$ cat config.mk
export PLATFORM = sky130hd
export DESIGN_NAME = conv_frame_sequencer
export DESIGN_NICKNAME = d
export VERILOG_FILES = /design/src/rtl/conv_pkg.sv /design/src/rtl/conv_tap_addr_gen.sv /design/src/rtl/conv_frame_sequencer.sv
export SDC_FILE = /design/constraint.sdc
export NUM_CORES = 1
export LEC_CHECK = 0
export ABC_AREA = 1
export ABC_CLOCK_PERIOD_IN_PS = 13000
export CORE_UTILIZATION = 35
export DETAILED_ROUTE_END_ITERATION = 7
export GPL_TIMING_DRIVEN = 0
export PLACE_DENSITY = 0.63
export SYNTH_ARGS = -nofsm -noshare
export SYNTH_HDL_FRONTEND = slang
export SYNTH_SLANG_ARGS = --single-unit
export TNS_END_PERCENT = 1
$ cat constraint.sdc
create_clock -name clk -period 13 [get_ports clk]
set_input_delay 2.6 -clock clk [delete_from_list [all_inputs] [get_ports clk]]
set_output_delay 2.6 -clock clk [all_outputs]
set_load 0.03 [all_outputs]
$ cat src/rtl/conv_pkg.sv
// Shared constants for the convolution frame sequencer: state encodings,
// Gaussian/Sobel kernels, normalisation constants, accumulator widths.
// Optional Sobel pass is selected with the CONV_SOBEL_PASS_EN macro.
package conv_pkg;

    typedef logic [3:0] state_t;

    localparam state_t ST_IDLE    = 4'd0;
    localparam state_t ST_LOAD    = 4'd1;
    localparam state_t ST_G_TAP   = 4'd2;
    localparam state_t ST_G_DRAIN = 4'd3;
    localparam state_t ST_G_WB    = 4'd4;
    localparam state_t ST_S_TAP   = 4'd5;
    localparam state_t ST_S_DRAIN = 4'd6;
    localparam state_t ST_S_WB    = 4'd7;
    localparam state_t ST_DONE    = 4'd8;

    localparam int unsigned GACC_W  = 16;
    localparam int unsigned SACC_W  = 12;
    localparam int unsigned GPROD_W = 23;

    localparam logic [6:0]  GAUSS_RECIP = 7'd103;
    localparam int unsigned GAUSS_SHIFT = 14;

    localparam logic [3:0] GAUSS_COEF [0:24] = '{
        4'd2, 4'd4,  4'd5,  4'd4,  4'd2,
        4'd4, 4'd9,  4'd12, 4'd9,  4'd4,
        4'd5, 4'd12, 4'd15, 4'd12, 4'd5,
        4'd4, 4'd9,  4'd12, 4'd9,  4'd4,
        4'd2, 4'd4,  4'd5,  4'd4,  4'd2
    };

    localparam logic signed [SACC_W-1:0] SOBEL_GX [0:8] = '{
        -12'sd1, 12'sd0, 12'sd1,
        -12'sd2, 12'sd0, 12'sd2,
        -12'sd1, 12'sd0, 12'sd1
    };

    localparam logic signed [SACC_W-1:0] SOBEL_GY [0:8] = '{
        -12'sd1, -12'sd2, -12'sd1,
         12'sd0,  12'sd0,  12'sd0,
         12'sd1,  12'sd2,  12'sd1
    };

    // Saturate a wide unsigned value to an 8-bit pixel.
    function automatic logic [7:0] sat8(input logic [GPROD_W-1:0] v);
        if (v > GPROD_W'(255))
            return 8'hFF;
        else
            return v[7:0];
    endfunction

endpackage

$ cat src/rtl/conv_tap_addr_gen.sv
// Kernel tap walker: row-major tap counter over a (2R+1)^2 window around a
// centre pixel, producing border-replicated (clamped) read coordinates.
module conv_tap_addr_gen #(
    parameter int unsigned RADIUS = 2,
    parameter int unsigned IMG_H  = 20,
    parameter int unsigned IMG_W  = 20,
    parameter int unsigned ADDR_W = 5,
    parameter int unsigned TAP_W  = 5
) (
    input  logic              clk_i,
    input  logic              rst_ni,
    input  logic              adv_i,
    input  logic [ADDR_W-1:0] cx_i,
    input  logic [ADDR_W-1:0] cy_i,
    output logic [TAP_W-1:0]  tap_o,
    output logic              last_o,
    output logic [ADDR_W-1:0] rx_o,
    output logic [ADDR_W-1:0] ry_o
);

    localparam int unsigned KSIZE = 2 * RADIUS + 1;
    localparam int unsigned NTAPS = KSIZE * KSIZE;
    localparam int unsigned CW    = $clog2(KSIZE);
    localparam int unsigned SW    = ADDR_W + 2;

    logic [TAP_W-1:0] tap_q, tap_d;
    logic [CW-1:0]    col_q, col_d;
    logic [CW-1:0]    row_q, row_d;

    // centre + (k - R), clamped to [0, lim-1]
    function automatic logic [ADDR_W-1:0] clamp(input logic [ADDR_W-1:0] c,
                                                input logic [CW-1:0] k,
                                                input int unsigned lim);
        logic signed [SW-1:0] s;
        s = $signed({2'b00, c}) + $signed({{(SW-CW){1'b0}}, k}) - $signed(SW'(RADIUS));
        if (s[SW-1])
            return '0;
        else if (s > $signed(SW'(lim - 1)))
            return ADDR_W'(lim - 1);
        else
            return s[ADDR_W-1:0];
    endfunction

    assign tap_o  = tap_q;
    assign last_o = (tap_q == TAP_W'(NTAPS - 1));
    assign rx_o   = clamp(cx_i, col_q, IMG_W);
    assign ry_o   = clamp(cy_i, row_q, IMG_H);

    // Advance tap/column/row counters, wrapping after the last tap.
    always_comb begin
        tap_d = tap_q;
        col_d = col_q;
        row_d = row_q;
        if (adv_i) begin
            if (last_o) begin
                tap_d = '0;
                col_d = '0;
                row_d = '0;
            end else begin
                tap_d = tap_q + 1'b1;
                if (col_q == CW'(KSIZE - 1)) begin
                    col_d = '0;
                    row_d = row_q + 1'b1;
                end else begin
                    col_d = col_q + 1'b1;
                end
            end
        end
    end

    // Tap counter registers.
    always_ff @(posedge clk_i or negedge rst_ni) begin
        if (!rst_ni) begin
            tap_q <= '0;
            col_q <= '0;
            row_q <= '0;
        end else begin
            tap_q <= tap_d;
            col_q <= col_d;
            row_q <= row_d;
        end
    end

endmodule

$ cat src/rtl/conv_frame_sequencer.sv
// Frame sequencer: loads a raster frame into an external buffer, runs a 5x5
// Gaussian pass into a second buffer and, when CONV_SOBEL_PASS_EN is defined,
// a 3x3 Sobel magnitude pass over the Gaussian buffer. Without the macro the
// Gaussian results are streamed on out_* directly.
module conv_frame_sequencer
    import conv_pkg::*;
#(
    parameter int unsigned IMG_H  = 20,
    parameter int unsigned IMG_W  = 20,
    parameter int unsigned ADDR_W = 5
) (
    input  logic              clk,
    input  logic              reset,
    input  logic              start,
    input  logic              pix_valid,
    output logic              pix_ready,
    input  logic [7:0]        pix_data,
    output logic              buf_we,
    output logic              buf_wsel,
    output logic [ADDR_W-1:0] buf_wx,
    output logic [ADDR_W-1:0] buf_wy,
    output logic [7:0]        buf_wdata,
    output logic              buf_rsel,
    output logic [ADDR_W-1:0] buf_rx,
    output logic [ADDR_W-1:0] buf_ry,
    input  logic [7:0]        buf_rdata,
    output logic              out_valid,
    output logic [7:0]        out_data,
    output logic [ADDR_W-1:0] out_x,
    output logic [ADDR_W-1:0] out_y,
    output logic              busy,
    output logic              done
);

    state_t              state_q, state_d;
    logic [ADDR_W-1:0]   x_q, x_d, y_q, y_d;
    logic [GACC_W-1:0]   acc_q, acc_d;
    logic [4:0]          ptap_q, ptap_d;
    logic                we_q, we_d, wsel_q, wsel_d;
    logic [ADDR_W-1:0]   wx_q, wx_d, wy_q, wy_d;
    logic [7:0]          wdata_q, wdata_d;
    logic                ov_q, ov_d;
    logic [7:0]          od_q, od_d;
    logic [ADDR_W-1:0]   ox_q, ox_d, oy_q, oy_d;

    logic                step;
    logic                last_col, last_row, frame_end;

    logic                g_adv, g_last;
    logic [4:0]          g_tap;
    logic [ADDR_W-1:0]   g_rx, g_ry;
    logic [GACC_W-1:0]   g_term, g_sum;
    logic [GPROD_W-1:0]  g_prod;
    logic [7:0]          g_res;

    assign last_col  = (x_q == ADDR_W'(IMG_W - 1));
    assign last_row  = (y_q == ADDR_W'(IMG_H - 1));
    assign frame_end = last_col && last_row;

    assign g_adv = (state_q == ST_G_TAP);

    conv_tap_addr_gen #(
        .RADIUS (2),
        .IMG_H  (IMG_H),
        .IMG_W  (IMG_W),
        .ADDR_W (ADDR_W),
        .TAP_W  (5)
    ) u_g_gen (
        .clk_i  (clk),
        .rst_ni (reset),
        .adv_i  (g_adv),
        .cx_i   (x_q),
        .cy_i   (y_q),
        .tap_o  (g_tap),
        .last_o (g_last),
        .rx_o   (g_rx),
        .ry_o   (g_ry)
    );

    // Read data arriving now belongs to the tap issued last cycle (ptap_q).
    assign g_term = {8'd0, buf_rdata} * {12'd0, GAUSS_COEF[ptap_q]};
    assign g_sum  = acc_q + g_term;
    assign g_prod = {7'd0, g_sum} * {16'd0, GAUSS_RECIP};
    assign g_res  = sat8(g_prod >> GAUSS_SHIFT);

`ifdef CONV_SOBEL_PASS_EN
    logic signed [SACC_W-1:0] gx_q, gx_d, gy_q, gy_d;
    logic signed [SACC_W-1:0] s_pix, gx_sum, gy_sum;
    logic [SACC_W-1:0]        gx_abs, gy_abs;
    logic [SACC_W:0]          s_mag;
    logic [7:0]               s_res;
    logic                     s_adv, s_last;
    logic [3:0]               s_tap;
    logic [ADDR_W-1:0]        s_rx, s_ry;

    assign s_adv = (state_q == ST_S_TAP);

    conv_tap_addr_gen #(
        .RADIUS (1),
        .IMG_H  (IMG_H),
        .IMG_W  (IMG_W),
        .ADDR_W (ADDR_W),
        .TAP_W  (4)
    ) u_s_gen (
        .clk_i  (clk),
        .rst_ni (reset),
        .adv_i  (s_adv),
        .cx_i   (x_q),
        .cy_i   (y_q),
        .tap_o  (s_tap),
        .last_o (s_last),
        .rx_o   (s_rx),
        .ry_o   (s_ry)
    );

    assign s_pix  = $signed({4'd0, buf_rdata});
    assign gx_sum = gx_q + s_pix * SOBEL_GX[ptap_q[3:0]];
    assign gy_sum = gy_q + s_pix * SOBEL_GY[ptap_q[3:0]];
    assign gx_abs = gx_sum[SACC_W-1] ? SACC_W'(-gx_sum) : gx_sum;
    assign gy_abs = gy_sum[SACC_W-1] ? SACC_W'(-gy_sum) : gy_sum;
    assign s_mag  = {1'b0, gx_abs} + {1'b0, gy_abs};
    assign s_res  = sat8({10'd0, s_mag});
`endif

    assign pix_ready = (state_q == ST_LOAD);
    assign busy      = (state_q != ST_IDLE) && (state_q != ST_DONE);
    assign done      = (state_q == ST_DONE);
    assign buf_we    = we_q;
    assign buf_wsel  = wsel_q;
    assign buf_wx    = wx_q;
    assign buf_wy    = wy_q;
    assign buf_wdata = wdata_q;
    assign out_valid = ov_q;
    assign out_data  = od_q;
    assign out_x     = ox_q;
    assign out_y     = oy_q;

    // Read port: tap addresses only while a tap phase is issuing reads.
    always_comb begin
        buf_rsel = 1'b0;
        buf_rx   = '0;
        buf_ry   = '0;
        if (state_q == ST_G_TAP) begin
            buf_rx = g_rx;
            buf_ry = g_ry;
        end
`ifdef CONV_SOBEL_PASS_EN
        else if (state_q == ST_S_TAP) begin
            buf_rsel = 1'b1;
            buf_rx   = s_rx;
            buf_ry   = s_ry;
        end
`endif
    end

    // Next-state, accumulation and output-register load logic.
    always_comb begin
        state_d = state_q;
        x_d     = x_q;
        y_d     = y_q;
        acc_d   = acc_q;
        ptap_d  = g_tap;
        we_d    = 1'b0;
        wsel_d  = wsel_q;
        wx_d    = wx_q;
        wy_d    = wy_q;
        wdata_d = wdata_q;
        ov_d    = 1'b0;
        od_d    = od_q;
        ox_d    = ox_q;
        oy_d    = oy_q;
        step    = 1'b0;
`ifdef CONV_SOBEL_PASS_EN
        gx_d    = gx_q;
        gy_d    = gy_q;
        if (state_q == ST_S_TAP)
            ptap_d = {1'b0, s_tap};
`endif

        case (state_q)
            ST_IDLE: begin
                if (start) begin
                    state_d = ST_LOAD;
                    x_d     = '0;
                    y_d     = '0;
                end
            end
            ST_LOAD: begin
                if (pix_valid) begin
                    we_d    = 1'b1;
                    wsel_d  = 1'b0;
                    wx_d    = x_q;
                    wy_d    = y_q;
                    wdata_d = pix_data;
                    step    = 1'b1;
                    if (frame_end)
                        state_d = ST_G_TAP;
                end
            end
            ST_G_TAP: begin
                acc_d = (g_tap == 5'd0) ? '0 : g_sum;
                if (g_last)
                    state_d = ST_G_DRAIN;
            end
            ST_G_DRAIN: begin
                acc_d   = g_sum;
                we_d    = 1'b1;
                wsel_d  = 1'b1;
                wx_d    = x_q;
                wy_d    = y_q;
                wdata_d = g_res;
`ifndef CONV_SOBEL_PASS_EN
                ov_d    = 1'b1;
                od_d    = g_res;
                ox_d    = x_q;
                oy_d    = y_q;
`endif
                state_d = ST_G_WB;
            end
            ST_G_WB: begin
                step = 1'b1;
`ifdef CONV_SOBEL_PASS_EN
                state_d = frame_end ? ST_S_TAP : ST_G_TAP;
`else
                state_d = frame_end ? ST_DONE : ST_G_TAP;
`endif
            end
`ifdef CONV_SOBEL_PASS_EN
            ST_S_TAP: begin
                if (s_tap == 4'd0) begin
                    gx_d = '0;
                    gy_d = '0;
                end else begin
                    gx_d = gx_sum;
                    gy_d = gy_sum;
                end
                if (s_last)
                    state_d = ST_S_DRAIN;
            end
            ST_S_DRAIN: begin
                gx_d    = gx_sum;
                gy_d    = gy_sum;
                ov_d    = 1'b1;
                od_d    = s_res;
                ox_d    = x_q;
                oy_d    = y_q;
                state_d = ST_S_WB;
            end
            ST_S_WB: begin
                step    = 1'b1;
                state_d = frame_end ? ST_DONE : ST_S_TAP;
            end
`endif
            ST_DONE: state_d = ST_IDLE;
            default: state_d = ST_IDLE;
        endcase

        if (step) begin
            if (last_col) begin
                x_d = '0;
                y_d = last_row ? '0 : y_q + 1'b1;
            end else begin
                x_d = x_q + 1'b1;
            end
        end
    end

    // State, counters, accumulators and registered outputs.
    always_ff @(posedge clk or negedge reset) begin
        if (!reset) begin
            state_q <= ST_IDLE;
            x_q     <= '0;
            y_q     <= '0;
            acc_q   <= '0;
            ptap_q  <= '0;
            we_q    <= 1'b0;
            wsel_q  <= 1'b0;
            wx_q    <= '0;
            wy_q    <= '0;
            wdata_q <= '0;
            ov_q    <= 1'b0;
            od_q    <= '0;
            ox_q    <= '0;
            oy_q    <= '0;
`ifdef CONV_SOBEL_PASS_EN
            gx_q    <= '0;
            gy_q    <= '0;
`endif
        end else begin
            state_q <= state_d;
            x_q     <= x_d;
            y_q     <= y_d;
            acc_q   <= acc_d;
            ptap_q  <= ptap_d;
            we_q    <= we_d;
            wsel_q  <= wsel_d;
            wx_q    <= wx_d;
            wy_q    <= wy_d;
            wdata_q <= wdata_d;
            ov_q    <= ov_d;
            od_q    <= od_d;
            ox_q    <= ox_d;
            oy_q    <= oy_d;
`ifdef CONV_SOBEL_PASS_EN
            gx_q    <= gx_d;
            gy_q    <= gy_d;
`endif
        end
    end

endmodule
# [Word-level counts from Yosys, hierarchy flattened]
# Memory sizes are Yosys's and may differ from the RTL's.
# Cells that the tools add are included.
[totals] register_bits=85 rom_bits=128 input_bits=20 out_inout_bits=53 elab_cells=106 mem_count=1
[mem_list] memory="(name not given)" words=32 width=4 rd=1 rd_clocked_by_memory_dff=0 wr=0 line="conv_frame_sequencer.sv:81" source="assign g_term = {8'd0, buf_rdata} * {12'd0, GAUSS_COEF[ptap_q]};"
[classes] addsub=10 multipliers=2 order_cmp=4 n_eq_ne=14 mux=43 bitwise=1 reduce_logical=14
[op_table] operator="$mux W5" count=18
[op_table] operator="$pmux W16 S2" count=1
[op_table] operator="$mux W4" count=7
[op_table] operator="$mul A16 B7 Y23 const B" count=1
[op_table] operator="$pmux W4 S5" count=1
[op_table] operator="$pmux W5 S2" count=2
[op_table] operator="$add A16 B12 Y16" count=1
[op_table] operator="$mux W16" count=1
[op_table] operator="$mux W8" count=2
[op_table] operator="$pmux W8 S2" count=1
[op_table] operator="$add A5 B1 Y5 const B" count=3
[op_table] operator="$eq A5 B5 Y1 const B" count=3
[op_table] operator="$gt A7 B6 Y1 const B" count=2
[op_table] operator="$sub A7 B3 Y7 const B" count=2
[op_table] operator="$add A5 B3 Y6" count=2
[op_table] operator="$mul A8 B4 Y12" count=1
[op_table] operator="$mux W3" count=4
[op_table] operator="$reduce_bool A2 Y1" count=5
[op_table] operator="$gt A9 B8 Y1 const B" count=1
[op_table] operator="$eq A4 B2 Y1 const B" count=2
[op_table] operator="$add A3 B1 Y3 const B" count=2
[op_table] operator="$ge A6 B6 Y1 const B" count=1
[op_table] operator="$not A5 Y6" count=1
[op_table] operator="$pmux W1 S2" count=3
[op_table] operator="14 further kinds" count=21

# [Logic depth before layout (Yosys ltp)]
# Gate-level depths: netlist of the first run.
[depth] depth_word=10 mapped_depth=41 depth_no_buf=41

# [By module]
# A second synthesis of the first run with hierarchy kept.
[hier_totals] cells_unflattened=1198 area_unflattened_um2=8790.9
[modules_own_cells] module="conv_frame_sequencer" n_inst=1 cells_per_inst=1028 area_per_inst_um2=7587.3 seq_area_each_um2=1851.8
[modules_own_cells] module="conv_tap_addr_gen" n_inst=1 cells_per_inst=170 area_per_inst_um2=1203.7 seq_area_each_um2=275.3

# [Worst setup path after synthesis of the first run]
# Ideal clock, no wire load.
[synth_timing] path_kind="input port to flip-flop" start="in buf_rdata[1]" end="reg wdata_q[0], in the netlist buf_wdata[0]" setup_time_ns=0.124 t_arrival_ns=8.879 required_time_ns=12.876 path_slack_ns=3.997 stages=33 n_path_buf=0 path_cell_list="inv_1 or2_2 fa_1 fa_1 fa_1 inv_1 ha_1 a21oi_2 o21ai_1 a21oi_1 o21ai_0 xnor2_1 inv_1 ha_1 inv_1 fa_1 inv_1 fa_1 inv_1 fa_1 inv_1 ha_1 nand2_1 nor2_1 nand2_1 nor2_1 nand2_1 nand3_1 nand2_1 nand2_2 nand2_1 nand2_1 a21oi_1"
[synth_between] elab_chain_len=6
[synth_rtl] item="start, declared" line="conv_frame_sequencer.sv:26" source="input logic [7:0] buf_rdata,"
[synth_rtl] item="$mul A8 B4 Y12 *" line="conv_frame_sequencer.sv:81"
[synth_rtl] item="$add A16 B12 Y16 *" line="conv_frame_sequencer.sv:82" source="assign g_sum = acc_q + g_term;"
[synth_rtl] item="$mul A16 B7 Y23 *" line="conv_frame_sequencer.sv:83" source="assign g_prod = {7'd0, g_sum} * {16'd0, GAUSS_RECIP};"
[synth_rtl] item="$gt A9 B8 Y1" line="conv_pkg.sv:47" source="if (v > GPROD_W'(255))"
[synth_rtl] item="$mux W8 *" line="conv_pkg.sv:47"
[synth_rtl] item="$pmux W8 S2 *" line="conv_frame_sequencer.sv:180" source="case (state_q)"
[synth_rtl] item="end signal, assigned" line="conv_frame_sequencer.sv:299" source="wdata_q <= wdata_d;"
[synth_rtl] item="end, declared" line="conv_frame_sequencer.sv:41" source="logic [7:0] wdata_q, wdata_d;"
# Every way passes the cells marked *; elsewhere a longest branch is shown, timed or not.
# A chain may end at the register's enable or synchronous reset.

# [Worst setup path after layout of the first run]
[layout_timing] start="in buf_rdata[1]" end="reg wdata_q[1], in the netlist buf_wdata[1]"
# The elaborated chain is that of the path after synthesis.

==> flow_metrics.tcl, run 1 <==
set metrics [dict create \
    grt_setup_unrepaired "no" \
    syn_inst 1167 \
    holdCritStartpoint "u_g_gen.tap_o[0]" \
    slew_headroom_pct 60.7 \
    critPathRequiredTime_ns 13.24 \
    grt_max_degree 68 \
    synth_cell_types 46 \
    antenna_found_initial 0 \
    synth-seq-cells 85 \
    ctsHtreeMaxLevel 3 \
    synth_async_sr_flop_share_pct 100 \
    ys_seq_area_share_pct 24.4 \
    ys.flop_type "dfrtp_1" \
    worstSkewPairLatency_ns 0.36 \
    status "finished clean" \
    num_rows 57 \
    critPathArrivalTime_ns 10.15 \
    fin_crit_sh_pct 76.3 \
    gp_congestion 0.855 \
    clock_skew_ns 0.0109 \
    path_class "in2reg" \
    multi_input_area_um2 5530 \
    yosys.area.top_type "dfrtp_1" \
    cts_made_buffers 9 \
    grt_pass1_vias 7356 \
    clk_pin_slew_ns 0.07 \
    fillers 2527 \
    via_count 7307 \
    initial_core_util_pct 35.7 \
    synth_edf_count 0 \
    drive_above_1_share_pct 6.45 \
    area_growth_pct 16.6 \
    seq_area_um2 2130 \
    drv_slew 0 \
    finalSetupViolCount 0 \
    firstDrtPassIters 5 \
    die_area_um2 25500 \
    crit_top_cell "inv_1" \
    diodes 0 \
    syn_nets 1341 \
    end_kind "flip-flop" \
    min_period_ns 9.92 \
    setup.worst_path.start "buf_rdata[1]" \
    yosys_warnings 0 \
    hold_class "reg2reg" \
    grt_overflow_total 0 \
    synth_area_leaders "dfrtp_1 (24%), ha_1 (14%), nand2_1 (12%), fa_1 (12%), inv_1 (11%)" \
    post_cts_buffers 0 \
    cap_violations 0 \
    hold_buffers 0 \
    fmax_mhz 101 \
    hpwl_mm 16.3 \
    die_h_um 160 \
    pin_count 73 \
    tritoncts "built" \
    grt_use_total_pct 16.4 \
    die_w_um 160 \
    port_buffers 71 \
    coreArea_um2 24400 \
    setup_tns_ns 0 \
    worst_pin_slew_ns 0.585 \
    clockBufferDepth 2 \
    crit_path_max_fanout 8 \
    remaining_drc_errors 0 \
    routed_via_density 4.63 \
    wl_mm 19.5 \
    place_area_um2 9860 \
    critPathMaxStageDelay_ns 0.54 \
    final_util_pct 41.7 \
    grt_pass1_wl_mm 34.4 \
    nNetsFinal 1424 \
    yosys-top-cells-count "nand2_1 (290), inv_1 (254), ha_1 (101), nor2_1 (91), dfrtp_1 (85)" \
    avgRoutedWirePerCell_um 12.4 \
    syn_area_um2 8720 \
    yosysTopAreaCellShare_pct 24.4 \
    synth.avg_cell_area_um2 7.47 \
    hold_viol_final 0 \
    drtAntennaViolNets 0 \
    cts-root-buf "clkbuf_16" \
    postCtsResizedCells 0 \
    first_iter_violations 407 \
    critPathSlowestCell "fa_1" \
    startpoint_type "primary input" \
    post-synth-top-count-cell "nand2_1" \
    r2r_start "ptap_q[0]" \
    cts_sinks 85 \
    whs_ns 0.427 \
    fin_area_um2 10200 \
]
worst max-delay path, delay by kind of cell:
kind                     cells  cell delay (ns)
AND/OR/NAND/NOR             11             1.28
adder cells (fa/ha/maj)      9             4.15
XOR/XNOR                     1             0.42
AO/OA/AOI/OAI                5             0.76
buffers and inverters        8             0.94
metal layers:
| metal | vias to the layer above | part of all wire (%) | GRT usage (%) |
|---|---|---|---|
| met1 | 3360 | 49 | 22.2 |
| met3 | 24 | 4.2 | 2.73 |
| met5 | - | 0 | 0 |
| met2 | 145 | 46 | 27.1 |
| li1 | 3778 | - | - |
| met4 | 0 | 1.5 | 4.11 |
layout by cell type, fill, tap and decap left out, types with 17 or more instances in the layout:
master,count
a21oi_1,30
clkdlybuf4s50_1,70
dfrtp_1,85
fa_1,53
ha_1,101
inv_1,254
nand2_1,290
nand3_1,50
nand4_1,17
nor2_1,91
o21ai_0,39
o21ai_1,17
xor2_1,20
stage by stage:
| stage | setup WS [ns] | std cells |
|---|---|---|
| 2_1_floorplan | 4.00 | 1167 |
| 3_3_place_gp | 2.76 | 1562 |
| 3_5_place_dp | 2.73 | 1563 |
| 4_1_cts | 3.04 | 1579 |
| 5_1_grt | 2.49 | 1579 |
| 6_report | 3.08 | 1579 |
kinds of logic after synthesis:
group                    count (synthesis)  synth area share [%]
buffers and inverters                  278                  12.2
AO/OA/AOI/OAI                          126                  8.64
adder cells (fa/ha/maj)                154                  26.7
XOR/XNOR                                33                  3.88
other                                    1                0.0430
AND/OR/NAND/NOR                        490                  24.2
flip-flops                              85                  24.4
state kept, by name, summed over array words and instances (netlist names), 3 cells and up:
| name | cells |
|---|---|
| out_data | 8 |
| buf_wy | 5 |
| x_q | 5 |
| ptap_q | 5 |
| acc_q | 16 |
| u_g_gen.row_q | 3 |
| state_q | 4 |
| out_x | 5 |
| buf_wx | 5 |
| out_y | 5 |
| u_g_gen.col_q | 3 |
| buf_wdata | 8 |
| y_q | 5 |
| u_g_gen.tap_o | 5 |
layout make-up:
type	count	area share, %
timing repair buffer	72	7.24
buffer	10	0.542
clock buffer	9	2.22
inverter	268	9.90
sequential	85	20.9
clock inverter	7	0.825
multi-input combinational	804	54.4
tap	324	3.99
path summary, 6_finish.rpt:
kind	end	cells after the start	slack, ns
max in group asynchronous	acc_q[10]	2	10.26
hold reg to reg	ptap_q[0]	0	0.43
min in group asynchronous	buf_wy[1]	1	2.11
hold / removal	ptap_q[0]	0	0.43
setup / recovery	buf_wdata[1]	34	3.08
setup reg to reg	buf_wdata[1]	36	4.61
Power of run 1 is not shown: default switching activity piles up to over one toggle a cycle in this logic, so the estimate is an artifact.
==> run 2, diff against run 1 <==
- ABC_CLOCK_PERIOD_IN_PS: 13000 -> 8750
- PLACE_DENSITY: 0.63 -> 0.65
- clock period: 13 -> 8.75 ns (I/O delays scaled with it)
==> flow_metrics.tcl, run 2 (synthesized netlist as in run 1, its figures left out) <==
set metrics [dict create \
    status "finished clean" \
    grt_pass1_wl_mm 34.1 \
    min_period_ns 8.43 \
    gp_congestion 0.868 \
    ctsHtreeMaxLevel 3 \
    crit_top_cell "nand2_1" \
    worst_pin_slew_ns 0.603 \
    clock_skew_ns 0.00815 \
    die_w_um 160 \
    grt_use_total_pct 16.2 \
    end_kind "flip-flop" \
    remaining_drc_errors 0 \
    coreArea_um2 24400 \
    nNetsFinal 1433 \
    diodes 0 \
    path_class "in2reg" \
    clk_pin_slew_ns 0.07 \
    critPathRequiredTime_ns 9.03 \
    setup.worst_path.start "buf_rdata[1]" \
    clockBufferDepth 2 \
    critPathArrivalTime_ns 8.71 \
    pin_count 73 \
    routed_via_density 4.62 \
    largest_register_ffs 16 \
    area_growth_pct 20.9 \
    initial_core_util_pct 35.7 \
    setup_tns_ns 0 \
    tritoncts "built" \
    die_h_um 160 \
    die_area_um2 25500 \
    startpoint_type "primary input" \
    finalSetupViolCount 0 \
    holdCritStartpoint "u_g_gen.tap_o[0]" \
    drive_above_1_share_pct 11.2 \
    final_cell_mix "nand2_1 (278), inv_1 (251), ha_1 (88)" \
    cts_made_buffers 9 \
    fmax_mhz 119 \
    hold_class "reg2reg" \
    slew_headroom_pct 59.6 \
    first_iter_violations 477 \
    worstSkewPairLatency_ns 0.36 \
    grt_max_degree 54 \
    drtAntennaViolNets 0 \
    critPathSlowestCell "fa_1" \
    hold_viol_final 0 \
    hpwl_mm 16.1 \
    largest-register "acc_q" \
    layout_commonest_cell "nand2_1" \
    grt_overflow_total 0 \
    r2r_start "ptap_q[0]" \
    avgRoutedWirePerCell_um 12.5 \
    drv_slew 0 \
    cap_violations 0 \
    wl_mm 19.8 \
    port_buffers 71 \
    grt_pass1_vias 7313 \
    num_rows 57 \
    hold_buffers 0 \
    cts_sinks 85 \
    critPathMaxStageDelay_ns 0.56 \
    crit_path_max_fanout 8 \
    via_count 7337 \
    cts-root-buf "clkbuf_16" \
    fin_crit_sh_pct 96.3 \
    firstDrtPassIters 5 \
    antenna_found_initial 0 \
]
run 2: cell types whose count changed in the layout (fill, tap and decap cells not counted), sizes merged:
cell,change
inv,-1
buf,+9
clkinv,+1
run 2: what timing repair did:
| item | CTS | global route |
|---|---|---|
| cloned | 0 | 0 |
| gates resized for setup | 6 | 56 |
| buffers inserted | 1 | 8 |
| endpoints found under the setup margin | 16 | 16 |
| pin swaps | 2 | 14 |
run 2: area by class of cell:
type | count | area, µm²
Tap cell | 324 | 405
Fill cell | 2465 | 13900
Clock buffer | 9 | 225
Buffer | 10 | 55.1
Clock inverter | 7 | 86.3
Sequential cell | 85 | 2130
Timing Repair Buffer | 81 | 803
Multi-Input combinational cell | 804 | 5830
Inverter | 268 | 1010
run 2: path summary, 6_finish.rpt:
kind	cells after the start	endpoint	slack, ns
setup / recovery	36	buf_wdata[0]	0.32
hold / removal	0	ptap_q[0]	0.43
setup reg to reg	38	buf_wdata[0]	0.96
hold reg to reg	0	ptap_q[0]	0.43
max in group asynchronous	2	ptap_q[0]	6.79
min in group asynchronous	1	buf_wy[0]	1.33
run 2: metrics by stage:
| stage | hold WS, ns | cell area, µm² | util (%) | cells | setup slack [ns] |
|---|---|---|---|---|---|
| 5_1_grt | 0.434 | 10500 | 43.2 | 1588 | -0.0325 |
| 3_5_place_dp | 0.410 | 9860 | 40.4 | 1563 | -0.694 |
| 2_1_floorplan | 0.380 | 8720 | - | 1167 | 0.597 |
| 6_report | 0.425 | 10500 | 43.2 | 1588 | 0.320 |
| 4_1_cts | 0.425 | 10200 | 41.8 | 1580 | 0.00328 |
| 3_3_place_gp | 0.401 | 9830 | 40.3 | 1562 | -0.639 |
run 2: critical path: cells and delay by family:
kind | cells | cell delay [ns]
adders and majority gates | 9 | 3.87
and+or+nand+nor | 12 | 1.14
buffers and inverters | 9 | 0.98
AOI/OAI and AO/OA | 5 | 0.73
xor gates and xnor gates | 1 | 0.22
run 2: routing by layer:
| layer | up-vias | track usage, % | share of wire [%] |
|---|---|---|---|
| met5 | - | 0 | 0 |
| met3 | 19 | 2.36 | 3.7 |
| met1 | 3399 | 22.3 | 49 |
| met4 | 0 | 3.55 | 1.2 |
| li1 | 3790 | - | - |
| met2 | 129 | 26.8 | 46 |
Power of run 2 is left out for the same reason.
